### config.mk
export PLATFORM = sky130hd
export DESIGN_NAME = detector_jogada
export DESIGN_NICKNAME = d
export VERILOG_FILES = /design/src/rtl/detector_jogada.sv
export SDC_FILE = /design/constraint.sdc
export NUM_CORES = 1
export LEC_CHECK = 0
export CAP_MARGIN = 20
export CORE_MARGIN = 2
export CORE_UTILIZATION = 25
export DETAILED_ROUTE_END_ITERATION = 6
export GPL_TIMING_DRIVEN = 1
export PLACE_DENSITY = 0.5
export SYNTH_ARGS = -nofsm -noshare
export SYNTH_HDL_FRONTEND = slang
export SYNTH_SLANG_ARGS = --single-unit
export TNS_END_PERCENT = 30
### constraint.sdc
create_clock -name clock -period 2.95 [get_ports clock]
set_input_delay 0.59 -clock clock [delete_from_list [all_inputs] [get_ports clock]]
set_output_delay 0.59 -clock clock [all_outputs]
set_load 0.03 [all_outputs]
### src/rtl/detector_jogada.sv
// Debounced player-button detector: accepts one clean single-button press, flags multi-button presses.
// Latency: jogada_feita rises in the cycle after the DEB-th equal sample following the first sampling edge.
// No backpressure: one pulse per press; a held button is ignored until every button is released.
module detector_jogada #(
  parameter int NBOT = 4,
  parameter int DEB  = 3
) (
  input  logic            clock,
  input  logic            rst,
  input  logic            limpa,
  input  logic            habilita,
  input  logic [NBOT-1:0] botoes,
  output logic [NBOT-1:0] jogada,
  output logic            jogada_feita,
  output logic            invalida,
  output logic            ocupado
);

  // Counter is just wide enough to hold DEB; it stops at DEB because reaching it leaves ESTABILIZA.
  localparam int CW = $clog2(DEB + 1);
  localparam logic [CW-1:0] DEB_ULTIMO = CW'(DEB - 1);

  typedef enum logic [1:0] {
    OCIOSO,
    ESTABILIZA,
    REGISTRA,
    ESPERA_SOLTAR
  } estado_t;

  estado_t         r_estado;
  logic [NBOT-1:0] r_amostra;
  logic [NBOT-1:0] r_jogada;
  logic [CW-1:0]   r_cnt;
  logic            r_feita;
  logic            r_invalida;

  logic w_onehot;
  logic w_igual;
  logic w_ultimo;
  logic w_alguma;

  assign w_onehot = $onehot(r_amostra);
  assign w_igual  = (botoes == r_amostra);
  assign w_ultimo = (r_cnt == DEB_ULTIMO);
  assign w_alguma = (botoes != '0);

  // Press-handling FSM; the pulse flags are set on the edge that enters REGISTRA so they line up with that state.
  always_ff @(posedge clock or posedge rst) begin
    if (rst) begin
      r_estado   <= OCIOSO;
      r_amostra  <= '0;
      r_jogada   <= '0;
      r_cnt      <= '0;
      r_feita    <= 1'b0;
      r_invalida <= 1'b0;
    end else begin
      r_feita    <= 1'b0;
      r_invalida <= 1'b0;
      if (limpa) begin
        r_estado  <= OCIOSO;
        r_jogada  <= '0;
        r_cnt     <= '0;
        r_amostra <= '0;
      end else begin
        case (r_estado)
          OCIOSO: begin
            if (habilita && w_alguma) begin
              r_amostra <= botoes;
              r_cnt     <= '0;
              r_estado  <= ESTABILIZA;
            end
          end
          ESTABILIZA: begin
            if (habilita && w_igual) begin
              r_cnt <= r_cnt + CW'(1);
              if (w_ultimo) begin
                r_estado <= REGISTRA;
                if (w_onehot) begin
                  r_jogada <= r_amostra;
                  r_feita  <= 1'b1;
                end else begin
                  r_invalida <= 1'b1;
                end
              end
            end else begin
              // Bounce, release or disable: drop the candidate silently.
              r_cnt    <= '0;
              r_estado <= OCIOSO;
            end
          end
          REGISTRA: begin
            r_estado <= ESPERA_SOLTAR;
          end
          ESPERA_SOLTAR: begin
            if (!w_alguma) begin
              r_estado <= OCIOSO;
            end
          end
          default: begin
            r_estado <= OCIOSO;
          end
        endcase
      end
    end
  end

  assign jogada       = r_jogada;
  assign jogada_feita = r_feita;
  assign invalida     = r_invalida;
  assign ocupado      = (r_estado != OCIOSO);

endmodule

==> results.yml, run 1 <==
clock_tree:
  cts_root_buf: "clkbuf_4"
  clk_latency_ns: 0.28
  cts-buffers-inserted: 3
  post_cts_buffers: 0
  ctsHoldBuffers: 0
  cts_num_sinks: 14
  cts_resized: 0
  clk_pin_slew_worst_paths_ns: 0.09
  cts_tree: "done"
  h-tree-depth: 1
  clk_path_buf_depth: 2
grt:
  gr-usage-all-layers_pct: 9.83
  grt_max_degree: 16
  antenna_found_initial: 0
  grt_pass1_vias: 667
  grt_first_pass_wirelength_um: 3010
  grt.overflow.total: 0
route:
  drt-total-wl_um: 1670
  via_count: 630
  dr.pass1.iters: 4
  drt-initial-drc-count: 19
  ant_nets: 0
  routed_via_density: 4.44
  drc_errors: 0
  wire_per_inst_um: 11.8
placement:
  place_area_mm2: 0.00103
  gp_congestion: 0.763
  hpwl_um: 1320
  pre_cts_slack_ns: 0.421
  portBuffers: 14
setup_path:
  worstSetupPathType: "register to register"
  timing.rr.end: "jogada[0]"
  worstPathRequired_ns: 3.08
  end_kind: "register"
  rr_worst_depth: 9
  regToRegSetupSlack_ns: 0.43
  cp-start-kind: "register"
  r2r_start: "r_amostra[0]"
  cp.arrival_ns: 2.64
  cp_max_fo: 5
flow_run:
  drv_cap: 0
finish:
  syn2layout_area_growth_pct: 24.6
  num-fill-cells: 351
  final_area_mm2: 0.00105
  antennaDiodeCount: 0
  fin_nets: 110
  drive_above_1_share_pct: 13.5
synth:
  synth.area.top_cells: "dfrtp_1 (41%), mux2i_1 (4.7%), ha_1 (4.4%)"
  synth_compound_area_share_pct: 15.3
  ys.flop_type: "dfrtp_1"
  synthMuxAreaShare_pct: 4.74
  avgSynthCellArea_um2: 10.4
  synth_top_family_by_area: "simple AND/OR/NAND/NOR gates"
  synth_top_area_cell: "dfrtp_1"
  synth.distinct_cells: 32
  ys_seq_area_share_pct: 41.5
  syn_inst: 81
  synth_fa_ha_area_share_pct: 6.81
  syn_area_um2: 845
  synth_top_area_share_pct: 41.5
  yosysWarnings: 0
  synth-edff-count: 0
  synth_nets: 93
  synth-async-reset-ratio_pct: 100
  yosys_register_bits: 14
  synth-simple-area-share_pct: 21.6
  synth_xor_area_share_pct: 4.15
floorplanning:
  io_pins: 15
  die_w_um: 62.1
  dieHeight_um: 62.1
  rows: 21
  die_area_mm2: 0.00386
  design.core.area_mm2: 0.00328
  initial_core_util_pct: 25.7
timing:
  tns_ns: 0
  slew_headroom_pct: 55.3
  min_period_ns: 2.52
  timing.hold.ws_ns: 0.485
  rsz0062_at_grt: "no"
  min_period_over_period_pct: 85.3
  tightest_slew_ns: 0.668
  setup_viol: 0
  finClkSkew_ns: 0.00533
  fmax_mhz: 397
  fin_ws_ns: 0.433
  finalHoldViolCount: 0
  slew_violations: 0
worst_hold_path:
  min_to: "r_cnt[0]"
  hold_path.startpoint: "r_cnt[0]"
  min_path_type: "register to register"
  hold_depth: 1
power_and_ir_drop:
  powerDensity_mw_per_mm2: 363
  vdd_drop_max_mv: 0.0842
  p_leak_nw: 0.434
outcome:
  outcome: "finished, final reports clean"
## per-layer routing
metal	GRT usage [%]	wire (um)
met1	11.9	755
met5	0	0
met4	5.00	27
met3	1.63	50
met2	16.8	837
## cell usage in the layout (no fill, tap or decap), types with 4 or more instances in the layout
cell and count:
nor2_1 5, a21oi_1 7, dfrtp_1 14, nand4_1 4, o31ai_1 4, clkdlybuf4s50_1 14
nand2_1 4, inv_1 8, mux2i_1 4
## Yosys cell counts (2+ instances only)
| master | count |
|---|---|
| inv_1 | 8 |
| dfrtp_1 | 14 |
| a21oi_1 | 7 |
| xnor2_1 | 3 |
| ha_1 | 3 |
| a211oi_2 | 2 |
| mux2i_1 | 4 |
| o31ai_1 | 4 |
| nand2b_1 | 2 |
| nand2_1 | 4 |
| nand4_1 | 4 |
| or2_1 | 2 |
| nor2_1 | 5 |
## worst max path at each step
stage / from / to / slack, ns
floorplan: r_amostra[0] / jogada[0] / 0.51
global route: r_amostra[0] / jogada[1] / 0.16
global placement: r_amostra[0] / jogada[3] / 0.55
detailed placement: r_amostra[0] / jogada[0] / 0.42
CTS: r_amostra[0] / jogada[0] / 0.41
finish: r_amostra[0] / jogada[0] / 0.43
## worst max-delay path, cell delays in order, from the launching register on
cell,delay [ns]
dfrtp_1,0.40
inv_1,0.08
fa_1,0.53
inv_1,0.04
ha_1,0.17
ha_1,0.26
nor3b_1,0.34
nand2_1,0.21
o31ai_1,0.23
a21oi_1,0.10
## flip-flops by register name, indices dropped and copies added (netlist names)
name          flops
r_estado          2
jogada_feita      1
invalida          1
r_cnt             2
jogada            4
r_amostra         4
## cell type report
cell class	instances	area [um^2]	share of cell area [%]
Inverter	8	30.0	2.85
Sequential cell	14	350	33.3
Multi-Input combinational cell	56	444	42.2
Clock buffer	3	22.5	2.14
Tap cell	46	57.6	5.47
Timing Repair Buffer	15	148	14.0
## through the flow
stage	total power [mW]	utilization [%]	instances
after floorplan	0.252	-	81
after global placement	0.279	31.4	139
after detailed placement	0.280	31.4	139
after CTS	0.387	32.0	142
after global routing	0.408	32.0	142
final	0.382	32.0	142
## power by group
group	total, mW	internal (mW)	switching (mW)
combinational	0.0734	0.0334	0.0400
sequential	0.201	0.196	0.00541
clock	0.107	0.0473	0.0602
total	0.382	0.277	0.106
## kinds of logic after synthesis
kind of cell    count (synthesis)
compound gates                 16
fa+ha+maj                       4
buf+inv                        11
simple gates                   28
mux                             4
flops                          14
xor+xnor                        4
Power figures use the tool's default switching activity.
==> inputs of run 2 (changes only) <==
- GPL_ROUTABILITY_DRIVEN: unset -> 1
- MAX_ROUTING_LAYER: unset -> met4
==> results of run 2 <==
The final DEF is identical to that of run 1; final timing and power are the same.
Among the figures that moved: final weighted congestion in routability-driven placement 0.763 -> 0.773; overall routing resource usage 9.83% -> 10.1%
==> inputs of run 3 (changes only) <==
- CORE_MARGIN: 2 -> 3
- DONT_BUFFER_PORTS: unset -> 1
- PLACE_DENSITY: 0.5 -> 0.44
==> results.yml, run 3 (synthesis gave the netlist of run 1 again) <==
outcome:
  outcome: "finished, final reports clean"
timing:
  fmax_mhz: 406
  slew_violations: 0
  setup_viol: 0
  tns_ns: 0
  rsz0062_at_grt: "no"
  min_period_over_period_pct: 83.4
  finalHoldViolCount: 0
  slew_headroom_pct: 62.9
  finClkSkew_ns: 0.00271
  min_period_ns: 2.46
  tightest_slew_ns: 0.555
worst_hold_path:
  min_path_type: "input port to asynchronous set/reset pin"
placement:
  gp_congestion: 0.755
  hpwl_um: 1340
  portBuffers: 0
  numPlacedInstances: 123
floorplanning:
  io_pins: 15
  design.core.area_mm2: 0.00313
  die_area_mm2: 0.00411
  rows: 20
  dieHeight_um: 64.1
  initial_core_util_pct: 27.0
  die_w_um: 64.1
power_and_ir_drop:
  p_leak_nw: 0.390
  clockPowerShare_pct: 35.2
  powerDensity_mw_per_mm2: 430
  comb_power_share_pct: 14.0
  power.switching_mw: 0.101
  vdd_drop_max_mv: 0.158
  p_sw_share_pct: 25.6
  internal-power_mw: 0.295
  pwr-share-seq_pct: 50.8
route:
  drt-total-wl_um: 1700
  drt-initial-drc-count: 9
  drc_errors: 0
  wire_per_inst_um: 13.4
  dr.pass1.iters: 4
  routed_via_density: 4.72
  via_count: 600
  ant_nets: 0
clock_tree:
  cts_root_buf: "clkbuf_4"
  cts-buffers-inserted: 3
  h-tree-depth: 1
  cts_num_sinks: 14
  clk_path_buf_depth: 2
  post_cts_buffers: 0
  clk_pin_slew_worst_paths_ns: 0.09
  ctsHoldBuffers: 0
  clk_latency_ns: 0.28
  cts_tree: "done"
  cts_resized: 0
grt:
  top_usage_layer: "met2"
  grt_max_degree: 16
  grt_first_pass_wirelength_um: 3060
  grt_pass1_vias: 632
  grt.overflow.total: 0
  antenna_found_initial: 0
  met3_usage_pct: 1.93
  use_met2_pct: 16.1
  grtUsageMet1_pct: 11.7
  gr-usage-all-layers_pct: 10.0
setup_path:
  cp_max_fo: 5
  end_kind: "register"
  worstPathRequired_ns: 3.12
  cp.arrival_ns: 2.63
  cp-start-kind: "register"
  worstSetupPathType: "register to register"
finish:
  drive_above_1_share_pct: 16.9
  antennaDiodeCount: 0
  syn2layout_area_growth_pct: 9.33
  finalNonFillerCells: 127
  final_common_cell: "dfrtp_1"
  layout_common_cells: "dfrtp_1 (14), inv_1 (8), a21oi_1 (7)"
  fin_nets: 96
flow_run:
  drv_cap: 0
## run 3: stage by stage
| stage | util [%] | setup WS, ns | hold WS [ns] | instance area, um^2 | power, mW |
|---|---|---|---|---|---|
| CTS | 29.5 | 0.469 | 0.257 | 923 | 0.406 |
| global route | 29.5 | 0.245 | 0.282 | 923 | 0.426 |
| floorplan | - | 0.508 | 0.464 | 845 | 0.252 |
| detailed placement | 28.4 | 0.480 | 0.472 | 887 | 0.262 |
| finish | 29.5 | 0.488 | 0.233 | 923 | 0.397 |
| global placement | 28.4 | 0.506 | 0.469 | 887 | 0.261 |
## run 3: worst max-delay path, cell delays in order (launching register included)
cell and delay, ns:
dfrtp_1 0.42, inv_1 0.08, fa_1 0.53, inv_1 0.04, ha_1 0.17, ha_1 0.27, nor3b_1 0.32, nand2_1 0.20
o31ai_1 0.23, a21oi_1 0.10
## run 3: layout make-up
cell class | count | area (um^2)
multi-input combinational | 56 | 444
tap | 44 | 55.1
inverter | 8 | 30.0
clock buffer | 4 | 36.3
timing repair buffer | 1 | 7.51
sequential | 14 | 350
fill | 340 | 2200
## run 3: power groups by stage
stage	clock network [mW]	logic (mW)	registers [mW]
CTS	0.147	0.0567	0.202
detailed placement	0	0.0564	0.205
floorplan	0	0.0485	0.204
global placement	0	0.0557	0.206
global route	0.159	0.0649	0.203
finish	0.140	0.0557	0.202
## run 3: final timing paths
check | from | slack (ns) | depth (start not counted) | end
max | r_amostra[0] | 0.49 | 9 | jogada[0]
min | rst | 0.23 | 1 | r_cnt[1]
max reg2reg | r_amostra[0] | 0.49 | 9 | jogada[0]
min reg2reg | r_cnt[0] | 0.48 | 1 | r_cnt[0]
max in group asynchronous | rst | 2.35 | 1 | r_amostra[3]
min in group clock | limpa | 0.35 | 1 | r_cnt[0]
## run 3: layer usage
metal	wire length (um)	part of all wire, %	up-vias
li1	-	-	295
met1	743	44	290
met2	859	50	10
met3	56	3.3	5
met4	45	2.6	0
met5	0	0	-
